<file path="config.mk">
export PLATFORM = sky130hd
export DESIGN_NAME = cdb_arbiter
export DESIGN_NICKNAME = d
export VERILOG_FILES = /design/src/rtl/cdb_arbiter.sv
export SDC_FILE = /design/constraint.sdc
export NUM_CORES = 1
export LEC_CHECK = 0
export ABC_AREA = 1
export CAP_MARGIN = 30
export CORE_MARGIN = 5
export CORE_UTILIZATION = 40
export DETAILED_ROUTE_END_ITERATION = 6
export PLACE_DENSITY = 0.87
export SLEW_MARGIN = 15
export SYNTH_ARGS = -nofsm -noshare
export SYNTH_HDL_FRONTEND = slang
export SYNTH_SLANG_ARGS = --single-unit
</file>
<file path="constraint.sdc">
create_clock -name clk -period 3.5 [get_ports clk]
set_input_delay 0.35 -clock clk [delete_from_list [all_inputs] [get_ports clk]]
set_output_delay 0.35 -clock clk [all_outputs]
set_load 0.02 [all_outputs]
</file>
<file path="src/rtl/cdb_arbiter.sv">
// Purpose: round-robin arbiter that picks one functional-unit result per cycle and drives the registered CDB.
// Latency: grant is combinational (0 cycles); the broadcast appears on cdb_* one cycle after the grant.
// Backpressure: none on the CDB; ungranted units keep req_valid/tag/data stable until they see req_grant.
//
// Ports:
//   clk, rst         clock and synchronous active-low reset
//   req_valid        per-unit "result ready" bits
//   req_tag/data     packed per-unit tag/data, unit i at [i*W +: W]
//   flush            squash: no grant this cycle, pointer holds
//   req_grant        one-hot (or zero) combinational grant
//   cdb_valid/tag/data/src  registered broadcast of last cycle's winner
module cdb_arbiter #(
  parameter int N_REQ  = 4,
  parameter int TAG_W  = 6,
  parameter int DATA_W = 32,
  parameter int PW     = $clog2(N_REQ)
) (
  input  logic                    clk,
  input  logic                    rst,
  input  logic [N_REQ-1:0]        req_valid,
  input  logic [N_REQ*TAG_W-1:0]  req_tag,
  input  logic [N_REQ*DATA_W-1:0] req_data,
  input  logic                    flush,
  output logic [N_REQ-1:0]        req_grant,
  output logic                    cdb_valid,
  output logic [TAG_W-1:0]        cdb_tag,
  output logic [DATA_W-1:0]       cdb_data,
  output logic [PW-1:0]           cdb_src
);

  logic [PW-1:0]     rr_ptr;
  logic [PW-1:0]     win_idx;
  logic              win_found;
  logic              grant_any;
  logic [TAG_W-1:0]  tag_arr  [N_REQ];
  logic [DATA_W-1:0] data_arr [N_REQ];
  int                idx;

  for (genvar g = 0; g < N_REQ; g++) begin : g_unpack
    assign tag_arr[g]  = req_tag[g*TAG_W +: TAG_W];
    assign data_arr[g] = req_data[g*DATA_W +: DATA_W];
  end

  // Scan from rr_ptr upward with wrap; the first requester found wins.
  always_comb begin
    win_idx   = '0;
    win_found = 1'b0;
    idx       = 0;
    for (int k = 0; k < N_REQ; k++) begin
      idx = int'(rr_ptr) + k;
      if (idx >= N_REQ) idx = idx - N_REQ;
      if (!win_found && req_valid[idx]) begin
        win_found = 1'b1;
        win_idx   = PW'(idx);
      end
    end
  end

  // Reset and flush both mask the grant; the registers below key off grant_any only.
  assign grant_any = win_found && rst && !flush;

  always_comb begin
    req_grant = '0;
    if (grant_any) req_grant[win_idx] = 1'b1;
  end

  always_ff @(posedge clk) begin
    if (!rst) begin
      rr_ptr    <= '0;
      cdb_valid <= 1'b0;
      cdb_tag   <= '0;
      cdb_data  <= '0;
      cdb_src   <= '0;
    end else if (grant_any) begin
      cdb_valid <= 1'b1;
      cdb_tag   <= tag_arr[win_idx];
      cdb_data  <= data_arr[win_idx];
      cdb_src   <= win_idx;
      rr_ptr    <= (win_idx == PW'(N_REQ-1)) ? '0 : win_idx + PW'(1);
    end else begin
      // Payload and pointer hold; only the valid pulse ends.
      cdb_valid <= 1'b0;
    end
  end

endmodule

</file>
==> run metrics <==
CTS buffer count 5; Post-CTS Setup Inserts 0; Syn-to-layout area delta 64.96%; Worst path slowest cell clkdlybuf4s50_1; Setup-failing EPs final 0; grt ovf 0; Die Ht 99.24 um; clk root buf clkbuf_8; post-synthesis sequential area ratio 27.02%; synthesized cell area 3186 um^2; n_diodes 0; Total GRT Usage 24.33%; Via density 5.126; reg2reg setup slack 1.13 ns; yosys warns 0; total negative setup slack 0 ns; critical path type reg -> out; Max Root-Sink Buffers 2; Worst-Margin Slew 0.6111 ns; clock sink count 43; Min-Delay Endpoint cdb_data[29]; total detailed-routing wirelength 12530 um; Final Hold Viols 0; Yosys reg bits 43; CP Max Fanout 20; Placer Congestion 1.064; syn nets 726; initial antenna violation count 0; Tcrit/Tclk final 91.00%; cells after synthesis 566; Placed Instances 840; Port Buffer Count 203; RR Startpoint rr_ptr[0]; Critical Path Start rr_ptr[0]; Peak VDD IR 0.6538 mV; CTS clk-pin slew, worst paths 0.08 ns; leakage 2.423 nW; Buffers & Inverters on Critical Path 4; ANT nets after route 0; Die W 99.24 um; RSZ-0062 raised after global routing no; hold_sp cdb_data[29]; via count 4347; pwr/cell area 743.9 nW/um^2; Netlist cell types 20; average wire per standard cell 14.77 um; Iteration-0 DRC Markers 253; fmax 0.3140 GHz; reg2reg path depth 14; CP endpoint kind output port; Post-DP HPWL 9354 um; ratio of cells with drive above 1 in the final layout 4.290%; worst skew pair latency 0.29 ns; mean post-synth cell area 5.628 um^2; Worst Setup Start Kind register; Worst EP arrival 2.84 ns; worst hold path type reg -> reg; TritonRoute pass-1 iters 5; Clock Skews 0.007750 ns; initial core utilization 41.22%; non-filler cells, final 848; Slew Viols, Final 0; final net count 905; Max stage delay on crit path 0.62 ns; CTS tree built; worst hold path depth 2; Max Cap Viol 0; Core Rows 32; Tmin final 3.185 ns; total power 0.003909 W; status finished, final reports clean; # DRC 0; utilization after layout 68.01%; RR Endpoint cdb_data[13]; vias in the first global route 4180; CP dominant cell by count nand2_1; CP delay by family, top simple AND/OR/NAND/NOR gates; Core ar. 7727 um^2; worst-path cell chain inv_2, nand2_1, nand2_1, nand2_1, nand2_1, nor2_4, nand3_1, nand3_2, inv_2, nor2_1, inv_1, nor2_1, clkdlybuf4s50_1; die area 9849 um^2; IO Pins 204; largest net degree at the start of global routing 58; Worst EP required 3.15 ns; Slew headroom 59.26%; # H-tree levels 2; first-pass GRT wire length 19780 um
cells in the final DEF (no fill, tap or decap), drive strengths merged:
master         instances
nor2                  67
nand3                160
clkbuf                 7
inv                   34
clkinv                 1
dfxtp                 43
a21oi                  3
buf                   10
nand3b                 1
clkdlybuf4s50        203
nand2                213
ha                     1
o31ai                  1
o21ai                  2
report_power, final:
group          switching, W  leakage [nW]  internal [W]  total (W)
clock              0.000164        0.0422      0.000140   0.000304
combinational       0.00173          2.02       0.00106    0.00279
sequential         0.000118         0.358      0.000693   0.000810
total               0.00202          2.42       0.00189    0.00391
final cells by class:
type	count	area, um^2
clock buffer	7	76.32
clock inverter	1	5.005
fill	658	2472
inverter	34	127.6
multi-input combinational	448	1949
sequential	43	862.1
tap	102	127.6
timing repair buffer	213	2107
layer usage:
layer  vias to the layer above  routed length, um  part of all wire, %  GRT usage (%)
met2                       241               6208                   50          43.54
met3                        26               1364                   11          6.101
met1                      1924               4702                   38          29.08
met4                         0                252                  2.0          5.882
met5                         -                  0                    0              0
li1                       2156                  -                    -              -
worst max-delay path by stage:
stage                   end  slack, ns  cells past startpoint
3_3_place_gp   req_grant[0]       0.49                     13
5_1_grt        req_grant[2]       0.11                     13
6_report       req_grant[2]       0.31                     13
3_5_place_dp   req_grant[0]       0.40                     13
4_1_cts        req_grant[2]       0.19                     13
2_1_floorplan  req_grant[3]       1.33                     13
state kept, by name, indices dropped and copies added, names as in the netlist:
| register | count |
|---|---|
| cdb_data | 32 |
| cdb_tag | 6 |
| cdb_src | 2 |
| rr_ptr | 2 |
| cdb_valid | 1 |
logic make-up after synthesis:
family | synth area share (%)
and+or+nand+nor | 59.70
adders and majority gates | 0.3927
DFF | 27.02
AOI/OAI and AO/OA | 1.021
buffers and inverters | 11.86
synth_stat cells:
master / instances / area share, %
o21ai_0: 1 / 0.16
buf_4: 8 / 1.9
ha_1: 1 / 0.39
o21ai_1: 1 / 0.16
inv_1: 30 / 3.5
inv_2: 4 / 0.47
dfxtp_1: 43 / 27
buf_2: 17 / 2.7
o31ai_1: 1 / 0.24
nand2_2: 5 / 0.98
nand3_1: 157 / 25
a21oi_1: 3 / 0.47
nand3b_1: 1 / 0.24
nand3_2: 3 / 0.94
buf_6: 6 / 2.1
buf_1: 1 / 0.12
nand2_1: 208 / 25
nor2_1: 65 / 7.7
clkbuf_1: 9 / 1.1
nor2_4: 2 / 0.71
through the flow:
step                hold slack [ns]  setup slack [ns]  area [um^2]
CTS                          0.4795            0.1932         5254
global route                 0.4964            0.1074         5255
global placement             0.4586            0.4906         5172
floorplan                    0.5260             1.330         3186
detailed placement           0.4666            0.4018         5172
finish                       0.4741            0.3149         5255
worst reg2reg max path: cells and delay by family, from the launching register on:
family / cells / cell delay, ns
buffers and inverters: 3 / 0.61
AND/OR/NAND/NOR: 11 / 1.21
flip-flops: 1 / 0.46
what timing repair did:
action	4_1_cts	5_1_grt
hold buffers	0	0
resized for setup	0	1
endpoints found under the hold margin	0	0
setup endpoints to repair	0	2
No activity file was read; power rests on OpenSTA's default activity.
